`src/rtl/vm_pkg.sv`:
```
`default_nettype none
// +----------------------------------------------------------------------------+
// | vm_pkg                                                                      |
// | Shared FSM states, mode encodings and width helper for the voting machine.  |
// | Revision: 1.0                                                               |
// +----------------------------------------------------------------------------+
package vm_pkg;

    typedef enum logic [1:0] {
        IDLE     = 2'd0,
        ACK      = 2'd1,
        WAIT_REL = 2'd2
    } vm_state_e;

    localparam logic MODE_VOTE   = 1'b0;
    localparam logic MODE_RESULT = 1'b1;

    // Index width that never collapses to zero bits.
    function automatic int clog2_min1(input int n);
        return (n < 2) ? 1 : $clog2(n);
    endfunction

endpackage
`default_nettype wire

```
`src/rtl/vm_button_qual.sv`:
```
`default_nettype none
// +----------------------------------------------------------------------------+
// | vm_button_qual                                                              |
// | Emits one valid pulse once a button has been high PRESS_CYCLES cycles.      |
// | Revision: 1.0                                                               |
// +----------------------------------------------------------------------------+
module vm_button_qual
    import vm_pkg::*;
#(
    parameter int PRESS_CYCLES = 10
) (
    input  logic clock,
    input  logic reset,
    input  logic button,
    output logic valid
);

    localparam int CW = clog2_min1(PRESS_CYCLES + 1);
    localparam logic [CW-1:0] c_press_last = CW'(PRESS_CYCLES - 1);
    localparam logic [CW-1:0] c_press_max  = CW'(PRESS_CYCLES);

    logic [CW-1:0] r_cnt;
    logic          r_valid;

    // Counter parks at PRESS_CYCLES so a held button cannot re-trigger.
    always_ff @(posedge clock or negedge reset) begin
        if (!reset) begin
            r_cnt   <= '0;
            r_valid <= 1'b0;
        end else if (!button) begin
            r_cnt   <= '0;
            r_valid <= 1'b0;
        end else if (r_cnt != c_press_max) begin
            r_cnt   <= r_cnt + CW'(1);
            r_valid <= (r_cnt == c_press_last);
        end else begin
            r_valid <= 1'b0;
        end
    end

    assign valid = r_valid;

endmodule
`default_nettype wire

```
`src/rtl/param_voting_machine.sv`:
```
`default_nettype none
// +----------------------------------------------------------------------------+
// | param_voting_machine                                                        |
// | NUM_CAND-button voting machine: tallies, lockout FSM, browse, winner/tie.   |
// | Revision: 1.0                                                               |
// +----------------------------------------------------------------------------+
module param_voting_machine
    import vm_pkg::*;
#(
    parameter int NUM_CAND     = 4,
    parameter int CNT_W        = 8,
    parameter int PRESS_CYCLES = 10,
    parameter int ACK_CYCLES   = 100,
    parameter int TOT_W        = CNT_W + $clog2(NUM_CAND)
) (
    input  logic                        clock,
    input  logic                        reset,
    input  logic                        mode,
    input  logic [NUM_CAND-1:0]         button,
    output logic [CNT_W-1:0]            led,
    output logic                        vote_ack,
    output logic                        vote_reject,
    output logic [$clog2(NUM_CAND)-1:0] winner,
    output logic                        tie,
    output logic [TOT_W-1:0]            total_votes
);

    localparam int IDX_W = clog2_min1(NUM_CAND);
    localparam int AW    = clog2_min1(ACK_CYCLES);
    localparam logic [AW-1:0] c_ack_last = AW'(ACK_CYCLES - 1);

    logic [NUM_CAND-1:0] w_valid;
    logic                w_any;
    logic                w_multi;
    logic [IDX_W-1:0]    w_low_idx;

    vm_state_e           r_state;
    vm_state_e           w_state_next;
    logic                w_count;
    logic                w_reject;
    logic [AW-1:0]       r_ack_cnt;

    logic [CNT_W-1:0]    r_tally [NUM_CAND];
    logic [TOT_W-1:0]    r_total;
    logic                r_vote_ack;
    logic                r_vote_reject;
    logic [IDX_W-1:0]    r_sel;
    logic [IDX_W-1:0]    w_sel_next;
    logic [CNT_W-1:0]    r_led;
    logic [IDX_W-1:0]    r_winner;
    logic                r_tie;
    logic [IDX_W-1:0]    w_win;
    logic                w_tie;
    logic [CNT_W-1:0]    w_max;

    genvar g;
    generate
        for (g = 0; g < NUM_CAND; g++) begin : g_qual
            vm_button_qual #(
                .PRESS_CYCLES (PRESS_CYCLES)
            ) u_qual (
                .clock  (clock),
                .reset  (reset),
                .button (button[g]),
                .valid  (w_valid[g])
            );
        end
    endgenerate

    // Lowest pulsing index; a second set bit marks a simultaneous press.
    always_comb begin
        w_any     = |w_valid;
        w_multi   = (w_valid & (w_valid - NUM_CAND'(1))) != '0;
        w_low_idx = '0;
        for (int i = NUM_CAND - 1; i >= 0; i--) begin
            if (w_valid[i]) w_low_idx = IDX_W'(i);
        end
    end

    always_comb begin
        w_state_next = r_state;
        w_count      = 1'b0;
        w_reject     = 1'b0;
        if (mode == MODE_RESULT) begin
            w_state_next = IDLE;
        end else begin
            case (r_state)
                IDLE: begin
                    if (w_any && w_multi) begin
                        w_reject     = 1'b1;
                        w_state_next = WAIT_REL;
                    end else if (w_any) begin
                        w_count      = 1'b1;
                        w_state_next = ACK;
                    end
                end
                ACK: begin
                    if (r_ack_cnt == c_ack_last) w_state_next = WAIT_REL;
                end
                WAIT_REL: begin
                    if (button == '0) w_state_next = IDLE;
                end
                default: w_state_next = IDLE;
            endcase
        end
    end

    always_ff @(posedge clock or negedge reset) begin
        if (!reset) begin
            r_state   <= IDLE;
            r_ack_cnt <= '0;
        end else begin
            r_state   <= w_state_next;
            r_ack_cnt <= (r_state == ACK) ? r_ack_cnt + AW'(1) : '0;
        end
    end

    always_ff @(posedge clock or negedge reset) begin
        if (!reset) begin
            for (int i = 0; i < NUM_CAND; i++) r_tally[i] <= '0;
            r_total       <= '0;
            r_vote_ack    <= 1'b0;
            r_vote_reject <= 1'b0;
        end else begin
            r_vote_ack    <= w_count;
            r_vote_reject <= w_reject;
            if (w_count) begin
                if (r_tally[w_low_idx] != '1)
                    r_tally[w_low_idx] <= r_tally[w_low_idx] + CNT_W'(1);
                if (r_total != '1)
                    r_total <= r_total + TOT_W'(1);
            end
        end
    end

    // Browse selection and display share the same edge so led tracks sel.
    assign w_sel_next = (mode == MODE_RESULT && w_any) ? w_low_idx : r_sel;

    always_ff @(posedge clock or negedge reset) begin
        if (!reset) begin
            r_sel <= '0;
            r_led <= '0;
        end else begin
            r_sel <= w_sel_next;
            if (mode == MODE_RESULT)
                r_led <= r_tally[w_sel_next];
            else
                r_led <= (w_state_next == ACK) ? '1 : '0;
        end
    end

    always_comb begin
        logic v_seen;
        w_max  = r_tally[0];
        w_win  = '0;
        w_tie  = 1'b0;
        v_seen = 1'b0;
        for (int i = 1; i < NUM_CAND; i++) begin
            if (r_tally[i] > w_max) begin
                w_max = r_tally[i];
                w_win = IDX_W'(i);
            end
        end
        for (int i = 0; i < NUM_CAND; i++) begin
            if (r_tally[i] == w_max) begin
                if (v_seen) w_tie = 1'b1;
                v_seen = 1'b1;
            end
        end
    end

    always_ff @(posedge clock or negedge reset) begin
        if (!reset) begin
            r_winner <= '0;
            r_tie    <= 1'b1;
        end else begin
            r_winner <= w_win;
            r_tie    <= w_tie;
        end
    end

    assign led         = r_led;
    assign vote_ack    = r_vote_ack;
    assign vote_reject = r_vote_reject;
    assign winner      = r_winner;
    assign tie         = r_tie;
    assign total_votes = r_total;

endmodule
`default_nettype wire

```
`config.mk`:
```
export PLATFORM = sky130hd
export DESIGN_NAME = param_voting_machine
export DESIGN_NICKNAME = d
export VERILOG_FILES = /design/src/rtl/vm_pkg.sv /design/src/rtl/vm_button_qual.sv /design/src/rtl/param_voting_machine.sv
export SDC_FILE = /design/constraint.sdc
export NUM_CORES = 1
export LEC_CHECK = 0
export BUFFER_PORTS_ARGS = -buffer_cell sky130_fd_sc_hd__buf_2
export CORE_ASPECT_RATIO = 2
export CORE_UTILIZATION = 28
export DETAILED_ROUTE_END_ITERATION = 10
export SLEW_MARGIN = 20
export SYNTH_ARGS = -nofsm -noshare
export SYNTH_HDL_FRONTEND = slang
export SYNTH_SLANG_ARGS = --single-unit
```
`constraint.sdc`:
```
create_clock -name clock -period 5.5 [get_ports clock]
set_clock_uncertainty 0.05 [all_clocks]
set_input_delay 0.275 -clock clock [delete_from_list [all_inputs] [get_ports clock]]
set_output_delay 0.275 -clock clock [all_outputs]
set_load 0.01 [all_outputs]
```
==> flow_summary.toml <==
[run_status]
status = "finished clean"

[synthesis]
synthArstFlopShare_pct = 100.0
synth_area_sq_mm = 0.006173
yosys_warnings = 0
synth_xor_area_share_pct = 9.931
synth_cell_type_count = 69
synthAdderAreaFrac_pct = 8.066
synth_fp_nets = 734
ys.flop_type = "dfrtp_1"
synth_edf_count = 0
synthCells = 688
synthMuxAreaShare_pct = 5.675
synth-compound-area-share_pct = 17.47
synth_seq_cells = 86
yosysSeqAreaShare_pct = 34.88
synth_top_family_by_area = "simple AND/OR/NAND/NOR gates"
synthSimpleGateAreaFrac_pct = 18.32
syn_area_per_cell_sq_um = 8.973

[pwr]
ir_drop_v = 0.0002639
powerDensity_mw_per_mm2 = 186.6
p_leak_uw = 0.003530

[cells_and_area]
layout-drive-gt1-share_pct = 26.44
regArea_sq_mm = 0.002153
nFillCells = 2163
nets = 790
fin_area_sq_mm = 0.007646
area_growth_pct = 23.85
final_cell_mix = "85 x dfrtp_1, 56 x nand2_1, 56 x buf_4"
final_common_cell = "dfrtp_1"
multi_input_area_sq_mm = 0.004065
antenna_cells = 0
utilization_pct = 35.42

[setup_path]
worstPathMaxFanout = 8
max_stage_delay_ps = 420
worst_setup_path_start_kind = "flop"
worst-path-buf-inv = 3
critPathSlowestCell = "o31a_4"
cp.required_ps = 5740
worstSetupPathType = "flop to flop"
cp-end-kind = "flop"
cpLargestDelayFamily = "compound AO/OA/AOI/OAI gates"
arrival_ps = 5580

[floorplanning]
die_w_um = 107.0
dieArea_sq_mm = 0.02268
rows = 76
dieHeight_um = 212.0
io_pins = 30
initial_core_util_pct = 28.60
coreArea_sq_mm = 0.02159

[drt]
firstDrtPassIters = 5
ant_nets = 0
drc = 0
drtIter0Drc = 377
vias_per_cell = 5.404
drt-total-wl_um = 20290
wl_per_cell_um = 19.85
vias = 5523

[sta]
rsz0062_at_grt = "yes"
clock.fmax_mhz = 187.2
slew_viol_final = 0
slew_headroom_pct = 33.82
timing.hold.ws_ps = 151.5
min_period_ps = 5342
worstMarginPinSlew_ps = 992.7
hold_violations = 0
setup_viol = 0
post-route-period-util_pct = 97.12
final.setup.tns_ps = 0

[global_route]
antenna_found_initial = 0
grt.overflow.total = 0
grt_pass1_wl_um = 29550
grt.total_usage_pct = 17.88
grt_max_degree = 73
grt_pass1_vias = 5275

[clocking]
cts_made_buffers = 9
cts_max_level = 3
clock_sinks = 86
clkTransAtPathRegs_ps = 80
cts_tree = "built"
clock-root-buffer = "clkbuf_16"
clockBufferDepth = 2
clk_latency_ps = 370

[place]
gp_congestion = 1.006
postPlaceCellArea_sq_mm = 0.006771
port_buffers = 29
dp_hpwl_um = 14630

[min_path]
hold_path.class = "input pin to flop"

[flow_run]
cap_violations = 0
[routing by layer]
metal  vias up  global-route usage (%)  part of all wire (%)
met3       122                   3.004                   4.8
met5         -                       0                     0
met4         0                   17.05                   8.8
li1       2546                       -                     -
met2       222                   32.50                    54
met1      2633                   16.39                    32
[kinds of logic after synthesis]
kind of cell | after synthesis
xor+xnor | 70
buf+inv | 84
fa+ha+maj | 40
flops | 86
simple gates | 223
compound gates | 154
mux | 31
[timing repair]
item	in CTS	in global routing
hold buffers	1	0
gates resized for setup	0	67
setup endpoints to repair	0	1
endpoints found under the hold margin	14	0
buffers inserted	0	17
[registers in the layout, summed over array words and instances (netlist names)]
register,count
led,8
tie,1
g_qual.u_qual.valid,4
vote_ack,1
r_ack_cnt,7
r_state,2
total_votes,10
winner,2
g_qual.u_qual.r_cnt,16
r_tally,32
vote_reject,1
r_sel,2
[final cells by class]
type,count,area share (%)
clock buffer,9,2.946
multi-input combinational,520,53.17
sequential,86,28.16
tap,273,4.467
inverter,38,1.865
clock inverter,7,1.342
timing repair buffer,89,8.051
[Yosys cell counts (5+ instances only)]
library cell	instances	area, sq um
a211oi_1	8	60.06
a21o_1	10	75.07
a21oi_1	35	175.2
a31oi_1	9	56.30
and2_1	23	143.9
and3_1	5	31.28
buf_2	9	45.04
clkbuf_1	30	112.6
dfrtp_1	85	2127
ha_1	39	488.0
inv_1	35	131.4
mux2_2	22	247.7
mux2i_1	8	80.08
nand2_1	59	221.5
nand2b_1	5	31.28
nand3_1	23	115.1
nand4_1	18	112.6
nor2_1	51	191.4
nor2b_1	9	56.30
nor3_1	9	45.04
o2111ai_1	5	43.79
o211a_1	5	50.05
o211ai_1	5	37.54
o21ai_0	26	130.1
o22ai_1	14	87.58
xnor2_1	46	402.9
xor2_1	24	210.2
[final timing paths]
kind	startpoint	end	slack, ps	cells after the start
setup / recovery	r_tally[31]	tie	160	25
setup reg to reg	r_tally[31]	tie	160	25
max in group asynchronous	reset	g_qual[2].u_qual.r_cnt[2]	3910	3
min in group asynchronous	reset	total_votes[0]	250	2
hold reg to reg	r_ack_cnt[0]	r_ack_cnt[0]	440	1
hold / removal	button[3]	g_qual[3].u_qual.r_cnt[1]	150	2
[power by group]
part	leakage [uW]	internal (uW)	switching, uW
combinational	0.00224	33.1	53.2
sequential	0.00113	645	12.4
clock	0.000162	404	279
[metrics by stage]
step | power [uW] | setup slack (ps) | std cells
floorplan | 715.5 | 116.6 | 688
detailed placement | 753.6 | 109.8 | 986
global route | 1487 | -133.1 | 1022
CTS | 1449 | 87.98 | 1003
finish | 1427 | 158.2 | 1022
global placement | 751.5 | 124.7 | 986
No activity file was read; power rests on OpenSTA's default activity.
